==> src/rtl/mdu_iter_if.sv <==
// Handshake and result bundle between the EX stage (master) and the
// iterative multiply/divide unit (slave).
interface mdu_iter_if #(
   parameter int WIDTH = 32
);
   logic             start;
   logic [2:0]       op;
   logic [WIDTH-1:0] a;
   logic [WIDTH-1:0] b;
   logic             busy;
   logic             done;
   logic [WIDTH-1:0] hi;
   logic [WIDTH-1:0] lo;
   logic             div_by_zero;

   modport master (
      output start, op, a, b,
      input  busy, done, hi, lo, div_by_zero
   );

   modport slave (
      input  start, op, a, b,
      output busy, done, hi, lo, div_by_zero
   );
endinterface

==> src/rtl/mdu_iter.sv <==
// Iterative MIPS multiply/divide unit with architectural HI/LO registers.
// Build option: define MDU_DIV_EN to include the restoring divider datapath.
//
// state   | meaning
// IDLE    | waiting for start; MTHI/MTLO and zero-divisor ops complete here
// CALC    | one shift-add / shift-subtract iteration per cycle, WIDTH cycles
// FIX     | sign correction, HI/LO commit, done pulse
module mdu_iter #(
   parameter int WIDTH = 32
) (
   input logic       clk,
   input logic       rstn,
   mdu_iter_if.slave bus
);
   typedef enum logic [1:0] {
      ST_IDLE,
      ST_CALC,
      ST_FIX
   } state_e;

   localparam int            CW       = $clog2(WIDTH);
   localparam logic [CW-1:0] CNT_LAST = CW'(WIDTH - 1);

   localparam logic [2:0] OP_MULT  = 3'b000;
   localparam logic [2:0] OP_MULTU = 3'b001;
   localparam logic [2:0] OP_DIV   = 3'b010;
   localparam logic [2:0] OP_DIVU  = 3'b011;
   localparam logic [2:0] OP_MTHI  = 3'b100;
   localparam logic [2:0] OP_MTLO  = 3'b101;

   state_e               state_q, state_d;
   logic [CW-1:0]        cnt_q, cnt_d;
   logic [2*WIDTH-1:0]   acc_q, acc_d;
   logic [WIDTH-1:0]     opnd_q, opnd_d;
   logic                 neg_q, neg_d;
   logic [WIDTH-1:0]     hi_q, hi_d;
   logic [WIDTH-1:0]     lo_q, lo_d;
   logic                 busy_q, busy_d;
   logic                 done_q, done_d;
   logic                 dbz_q, dbz_d;
   logic                 zpend_q, zpend_d;
`ifdef MDU_DIV_EN
   logic                 is_div_q, is_div_d;
   logic                 neg_r_q, neg_r_d;
`endif

   logic                 accept;
   logic                 op_signed;
   logic                 sign_xor;
   logic [WIDTH-1:0]     abs_a;
   logic [WIDTH-1:0]     abs_b;
   logic [WIDTH:0]       mul_sum;
   logic [2*WIDTH-1:0]   mul_next;
   logic [2*WIDTH-1:0]   prod_fix;

   assign accept    = ~busy_q & bus.start;
   assign op_signed = ~bus.op[0];
   assign sign_xor  = op_signed & (bus.a[WIDTH-1] ^ bus.b[WIDTH-1]);
   assign abs_a     = (op_signed & bus.a[WIDTH-1]) ? -bus.a : bus.a;
   assign abs_b     = (op_signed & bus.b[WIDTH-1]) ? -bus.b : bus.b;

   // acc holds {partial product, remaining multiplier bits}
   assign mul_sum  = {1'b0, acc_q[2*WIDTH-1:WIDTH]} + {1'b0, opnd_q};
   assign mul_next = acc_q[0] ? {mul_sum, acc_q[WIDTH-1:1]}
                              : {1'b0, acc_q[2*WIDTH-1:1]};
   assign prod_fix = neg_q ? -acc_q : acc_q;

`ifdef MDU_DIV_EN
   logic [WIDTH-1:0]     div_trial;
   logic                 div_ge;
   logic [2*WIDTH-1:0]   div_next;

   // acc holds {partial remainder, dividend bits / quotient bits}; the
   // remainder stays below the divisor, so the low WIDTH bits of the trial
   // difference are exact whenever the subtraction is taken.
   assign div_trial = acc_q[2*WIDTH-2:WIDTH-1] - opnd_q;
   assign div_ge    = acc_q[2*WIDTH-1:WIDTH-1] >= {1'b0, opnd_q};
   assign div_next  = div_ge ? {div_trial, acc_q[WIDTH-2:0], 1'b1}
                             : {acc_q[2*WIDTH-2:0], 1'b0};
`endif

   always_comb begin
      state_d = state_q;
      cnt_d   = cnt_q;
      acc_d   = acc_q;
      opnd_d  = opnd_q;
      neg_d   = neg_q;
      hi_d    = hi_q;
      lo_d    = lo_q;
      busy_d  = busy_q;
      done_d  = 1'b0;
      dbz_d   = dbz_q;
      zpend_d = 1'b0;
`ifdef MDU_DIV_EN
      is_div_d = is_div_q;
      neg_r_d  = neg_r_q;
`endif

      // zero-divisor / no-divider requests complete one edge after accept
      if (zpend_q) begin
         done_d = 1'b1;
`ifdef MDU_DIV_EN
         dbz_d  = 1'b1;
`endif
      end

      case (state_q)
         ST_IDLE: begin
            if (accept) begin
               case (bus.op)
                  OP_MULT, OP_MULTU: begin
                     dbz_d   = 1'b0;
                     acc_d   = {{WIDTH{1'b0}}, abs_b};
                     opnd_d  = abs_a;
                     neg_d   = sign_xor;
                     cnt_d   = '0;
                     busy_d  = 1'b1;
                     state_d = ST_CALC;
`ifdef MDU_DIV_EN
                     is_div_d = 1'b0;
`endif
                  end
                  OP_DIV, OP_DIVU: begin
                     dbz_d = 1'b0;
`ifdef MDU_DIV_EN
                     if (bus.b == '0) begin
                        zpend_d = 1'b1;
                     end else begin
                        acc_d    = {{WIDTH{1'b0}}, abs_a};
                        opnd_d   = abs_b;
                        neg_d    = sign_xor;
                        neg_r_d  = op_signed & bus.a[WIDTH-1];
                        is_div_d = 1'b1;
                        cnt_d    = '0;
                        busy_d   = 1'b1;
                        state_d  = ST_CALC;
                     end
`else
                     zpend_d = 1'b1;
`endif
                  end
                  OP_MTHI: begin
                     dbz_d = 1'b0;
                     hi_d  = bus.a;
                  end
                  OP_MTLO: begin
                     dbz_d = 1'b0;
                     lo_d  = bus.a;
                  end
                  default: ;
               endcase
            end
         end

         ST_CALC: begin
`ifdef MDU_DIV_EN
            acc_d = is_div_q ? div_next : mul_next;
`else
            acc_d = mul_next;
`endif
            cnt_d = cnt_q + 1'b1;
            if (cnt_q == CNT_LAST) begin
               state_d = ST_FIX;
            end
         end

         ST_FIX: begin
`ifdef MDU_DIV_EN
            if (is_div_q) begin
               lo_d = neg_q   ? -acc_q[WIDTH-1:0]       : acc_q[WIDTH-1:0];
               hi_d = neg_r_q ? -acc_q[2*WIDTH-1:WIDTH] : acc_q[2*WIDTH-1:WIDTH];
            end else begin
               {hi_d, lo_d} = prod_fix;
            end
`else
            {hi_d, lo_d} = prod_fix;
`endif
            done_d  = 1'b1;
            busy_d  = 1'b0;
            state_d = ST_IDLE;
         end

         default: state_d = ST_IDLE;
      endcase
   end

   always_ff @(posedge clk or negedge rstn) begin
      if (!rstn) begin
         state_q  <= ST_IDLE;
         cnt_q    <= '0;
         acc_q    <= '0;
         opnd_q   <= '0;
         neg_q    <= 1'b0;
         hi_q     <= '0;
         lo_q     <= '0;
         busy_q   <= 1'b0;
         done_q   <= 1'b0;
         dbz_q    <= 1'b0;
         zpend_q  <= 1'b0;
`ifdef MDU_DIV_EN
         is_div_q <= 1'b0;
         neg_r_q  <= 1'b0;
`endif
      end else begin
         state_q  <= state_d;
         cnt_q    <= cnt_d;
         acc_q    <= acc_d;
         opnd_q   <= opnd_d;
         neg_q    <= neg_d;
         hi_q     <= hi_d;
         lo_q     <= lo_d;
         busy_q   <= busy_d;
         done_q   <= done_d;
         dbz_q    <= dbz_d;
         zpend_q  <= zpend_d;
`ifdef MDU_DIV_EN
         is_div_q <= is_div_d;
         neg_r_q  <= neg_r_d;
`endif
      end
   end

   assign bus.busy        = busy_q;
   assign bus.done        = done_q;
   assign bus.hi          = hi_q;
   assign bus.lo          = lo_q;
   assign bus.div_by_zero = dbz_q;

endmodule

==> src/flat_wrapper.sv <==
// flat-port wrapper written by rule: the top's interface ports become plain ports
module mdu_iter_flat 
#(
   parameter int WIDTH = 32
)
  (clk, rstn, bus_start, bus_op, bus_a, bus_b, bus_busy, bus_done, bus_hi, bus_lo, bus_div_by_zero);
  mdu_iter_if #(.WIDTH(WIDTH)) bus_i ();
  input logic clk;
  input logic rstn;
  input wire logic [$bits(bus_i.start)-1:0] bus_start;
  input wire logic [$bits(bus_i.op)-1:0] bus_op;
  input wire logic [$bits(bus_i.a)-1:0] bus_a;
  input wire logic [$bits(bus_i.b)-1:0] bus_b;
  output wire logic [$bits(bus_i.busy)-1:0] bus_busy;
  output wire logic [$bits(bus_i.done)-1:0] bus_done;
  output wire logic [$bits(bus_i.hi)-1:0] bus_hi;
  output wire logic [$bits(bus_i.lo)-1:0] bus_lo;
  output wire logic [$bits(bus_i.div_by_zero)-1:0] bus_div_by_zero;
  assign bus_i.start = bus_start;
  assign bus_i.op = bus_op;
  assign bus_i.a = bus_a;
  assign bus_i.b = bus_b;
  assign bus_busy = bus_i.busy;
  assign bus_done = bus_i.done;
  assign bus_hi = bus_i.hi;
  assign bus_lo = bus_i.lo;
  assign bus_div_by_zero = bus_i.div_by_zero;
  mdu_iter #(.WIDTH(WIDTH)) u_core (.clk(clk), .rstn(rstn), .bus(bus_i));
endmodule
==> config.mk <==
export PLATFORM = sky130hd
export DESIGN_NAME = mdu_iter_flat
export DESIGN_NICKNAME = d
export VERILOG_FILES = /design/src/rtl/mdu_iter_if.sv /design/src/rtl/mdu_iter.sv /design/src/flat_wrapper.sv
export SDC_FILE = /design/constraint.sdc
export NUM_CORES = 1
export LEC_CHECK = 0
export CORE_MARGIN = 3
export CORE_UTILIZATION = 60
export DETAILED_ROUTE_END_ITERATION = 16
export PLACE_DENSITY = 0.88
export SETUP_SLACK_MARGIN = 0.1
export SLEW_MARGIN = 5
export SYNTH_ARGS = -nofsm -noshare
export SYNTH_HDL_FRONTEND = slang
export SYNTH_SLANG_ARGS = --single-unit
==> constraint.sdc <==
create_clock -name clk -period 7.1 [get_ports clk]
set_input_delay 2.13 -clock clk [delete_from_list [all_inputs] [get_ports clk]]
set_output_delay 2.13 -clock clk [all_outputs]
set_load 0.01 [all_outputs]
==> impl_metrics.csv <==
group,metric,value,unit
cells_and_area,final-seq-area,4280,sq um
cells_and_area,drive_gt1_share,3.86,%
worst_hold_path,hold_path_end,"u_core.bus.done",
worst_setup_path,path_class,"input pin to flop",
routing,routed_wirelength,36.6,mm
cells_and_area,final_nets,1571,
floorplan,core_area,18800,sq um
power,leakagePower,5.56,nW
routing,ant_nets,0,
floorplan,num_rows,50,
routing,drc,0,
clocking,cts_resized,0,
clocking,cts_made_buffers,17,
cells_and_area,n_fill_cell,1431,
routing,via_count,11454,
clocking,cts_root_buf,"clkbuf_16",
timing,slew_violations,0,
power,p_total,0.00600,W
worst_setup_path,cp_cell_sequence,"clkdlybuf4s50_1 -> nor4_1 -> nand2_1 -> nor3b_1 -> nor3b_1 -> nand3_1 -> o31ai_1 -> xor2_1 -> o21ai_0",
yosys,async_flop_share,100,%
cells_and_area,insertedDiodeCount,0,
routing,via_per_inst,6.70,
worst_setup_path,crit_path_frequent_cell,"nor3b_1",
yosys,netlist_area,11500,sq um
yosys,synth_edf_count,0,
worst_setup_path,slowest_stage,"nor4_1",
floorplan,fp.dieW,145,um
floorplan,initial_core_util,61.4,%
timing,setup_tns,0,ns
worst_setup_path,crit_fanout,7,
cells_and_area,area_delta_synth_final,17.8,%
worst_setup_path,crit_family,"simple AND/OR/NAND/NOR gates",
timing,period_share,75.0,%
worst_setup_path,crit_buf_inv,1,
timing,fin_crit,5.33,ns
worst_hold_path,hold_class,"flop to flop",
outcome,status,"finished, final reports clean",
placement,place.gp.congestion,0.995,
yosys,synth_seq_cells,171,
worst_setup_path,cp.arrival,5.59,ns
yosys,yosysWarnings,0,
timing,max_freq,0.188,GHz
global_routing,grt_pass1_vias,10812,
timing,finClkSkew,0.0111,ns
global_routing,overflow,0,
timing,final_hold_viol_count,0,
clocking,clk_pin_slew,0.07,ns
clocking,insertion_delay,0.44,ns
flow_run,cap_violations,0,
yosys,syn_nets,1496,
global_routing,grt_pass1_wl,57.1,mm
placement,dpl.hpwl,26.7,mm
yosys,synth.distinct_cells,60,
floorplan,dieArea,20900,sq um
floorplan,die_y,145,um
worst_setup_path,required,7.37,ns
timing,rsz0062_at_grt,"no",
timing,setup_viol,0,
clocking,clockBufferDepth,2,
yosys,synth_flop_cell,"dfrtp_1",
worst_setup_path,r2r-start,"u_core.acc_q[6]",
routing,wire_per_inst,21.4,um
global_routing,track_usage,34.9,%
worst_setup_path,worst-r2r-cell-count,8,
clocking,hold_buffers,0,
yosys,postSynthCellCount,1388,
cells_and_area,multi_input_area,6870,sq um
yosys,synth-seq-area-share,37.1,%
worst_hold_path,holdPathStages,1,
global_routing,grt_max_degree,113,
worst_setup_path,critPathMaxStageDelay,0.63,ns
worst_setup_path,r2r-end,"u_core.bus.hi[7]",
worst_hold_path,min_from,"u_core.zpend_q",
worst_setup_path,r2r_slack,3.44,ns
power,power.density,442,nW/um^2
clocking,post_cts_buffers,0,
worst_setup_path,start_kind,"input pin",
routing,dr.first_iter.drc_count,1177,
clocking,cts_tree,"yes",
timing,maxSlewHeadroom,20.9,%
clocking,cts_max_level,4,
clocking,clock-sinks,171,
placement,portBuffers,135,
global_routing,antenna_found_initial,0,
worst_setup_path,cp-end-kind,"flop",
yosys,synth_area_per_cell,8.31,sq um
timing,worstMarginPinSlew,1.18,ns
floorplan,io_pins,137,
routing,drt_pass1_iterations,6,
power,ir_drop,0.215,mV
==> stage by stage <==
stage / util [%] / setup WS, ns / cells / hold WS, ns / cell area, sq um
finish: 72.4 / 1.77 / 1709 / 0.464 / 13600
global route: 72.4 / 1.63 / 1709 / 0.475 / 13600
CTS: 72.4 / 1.91 / 1709 / 0.463 / 13600
detailed placement: 69.1 / 1.49 / 1678 / 0.446 / 13000
global placement: 69.1 / 1.60 / 1678 / 0.418 / 13000
floorplan: - / 2.82 / 1388 / 0.408 / 11500
==> area by class of cell <==
class | instances | share of cell area [%]
Clock buffer | 18 | 3.23
Clock inverter | 13 | 1.33
Inverter | 22 | 0.608
Multi-Input combinational cell | 1105 | 50.6
Sequential cell | 171 | 31.5
Tap cell | 234 | 2.16
Timing Repair Buffer | 146 | 10.6
==> cells in the final DEF, fill, tap and decap left out, types with 14 or more instances in the layout <==
cell type,instances
xnor2_1,54
o31ai_1,29
or3_1,18
o21ai_0,173
dfrtp_1,170
a22oi_1,53
clkdlybuf4s50_1,134
or4_1,14
inv_1,22
nand2_1,168
xor2_1,73
ha_1,37
mux2i_1,14
a21oi_1,96
nor4_1,15
nand3_1,29
nor3_1,27
nor2_1,98
clkbuf_16,17
==> cell families (layout without fill, tap and decap cells) <==
logic type / Yosys count / in the layout / synth area share, %
AND/OR/NAND/NOR: 454 / 454 / 18.8
flip-flops: 171 / 171 / 37.1
other: 1 / 1 / 0.0325
buffers and inverters: 112 / 199 / 3.68
adder cells (fa/ha/maj): 38 / 38 / 4.19
AO/OA/AOI/OAI: 471 / 471 / 25.3
XOR/XNOR: 127 / 127 / 9.65
multiplexers: 14 / 14 / 1.22
==> where the power goes <==
group,internal [W],switching (W),leakage (nW),total (W)
logic,0.00132,0.00169,3.12,0.00302
registers,0.00140,0.000587,2.14,0.00199
clock network,0.000572,0.000424,0.298,0.000996
total,0.00330,0.00270,5.56,0.00600
==> synth_stat cells (all sizes together), types with 5 or more instances <==
cell	number	share of area [%]
nand2b	15	0.81
or3	19	1.1
o22ai	13	0.71
a21o	11	0.72
o41ai	10	0.76
a221oi	7	0.53
o31ai	29	1.9
a31oi	11	0.60
nor4	15	0.81
xor2	73	5.5
nor3b	7	0.46
nand4	12	0.65
a21oi	96	4.2
ha	37	4.0
o21bai	8	0.52
mux2i	14	1.2
nand2	168	5.5
a222oi	5	0.43
a221o	6	0.52
xnor2	54	4.1
dfrtp	171	37
o221ai	12	0.91
or4	15	1.0
o21ai	173	7.5
and3	13	0.71
nor3	28	1.3
inv	22	0.72
clkbuf	82	2.7
a211oi	8	0.52
a22oi	53	3.5
and2	7	0.38
buf	8	0.29
nor2	99	3.2
nand3	29	1.3
o21a	5	0.33
nor2b	14	0.76
==> routing by layer <==
metal,vias to the layer above,track usage [%],wire length (um)
met3,102,7.21,3610
met4,0,13.0,1240
met2,650,55.8,17000
met5,-,0,0
li1,5221,-,-
met1,5481,47.3,14700
==> how the worst max path moves through the flow <==
stage | start | end | cells after the start
2_1_floorplan | bus_a[4] | u_core.opnd_q[29] | 9
3_3_place_gp | bus_a[4] | u_core.opnd_q[29] | 9
3_5_place_dp | bus_a[4] | u_core.opnd_q[29] | 9
4_1_cts | bus_a[4] | u_core.opnd_q[29] | 9
5_1_grt | bus_a[4] | u_core.opnd_q[29] | 9
6_report | bus_a[4] | u_core.opnd_q[29] | 9
==> flip-flops by register name (all words and copies together) (netlist names) <==
name	cells
u_core.bus.hi	32
u_core.state_q	2
u_core.bus.busy	1
u_core.opnd_q	32
u_core.bus.lo	32
u_core.neg_q	1
u_core.bus.done	1
u_core.acc_q	64
u_core.cnt_q	5
u_core.zpend_q	1
Note: power is estimated with default switching activity, not from simulation.
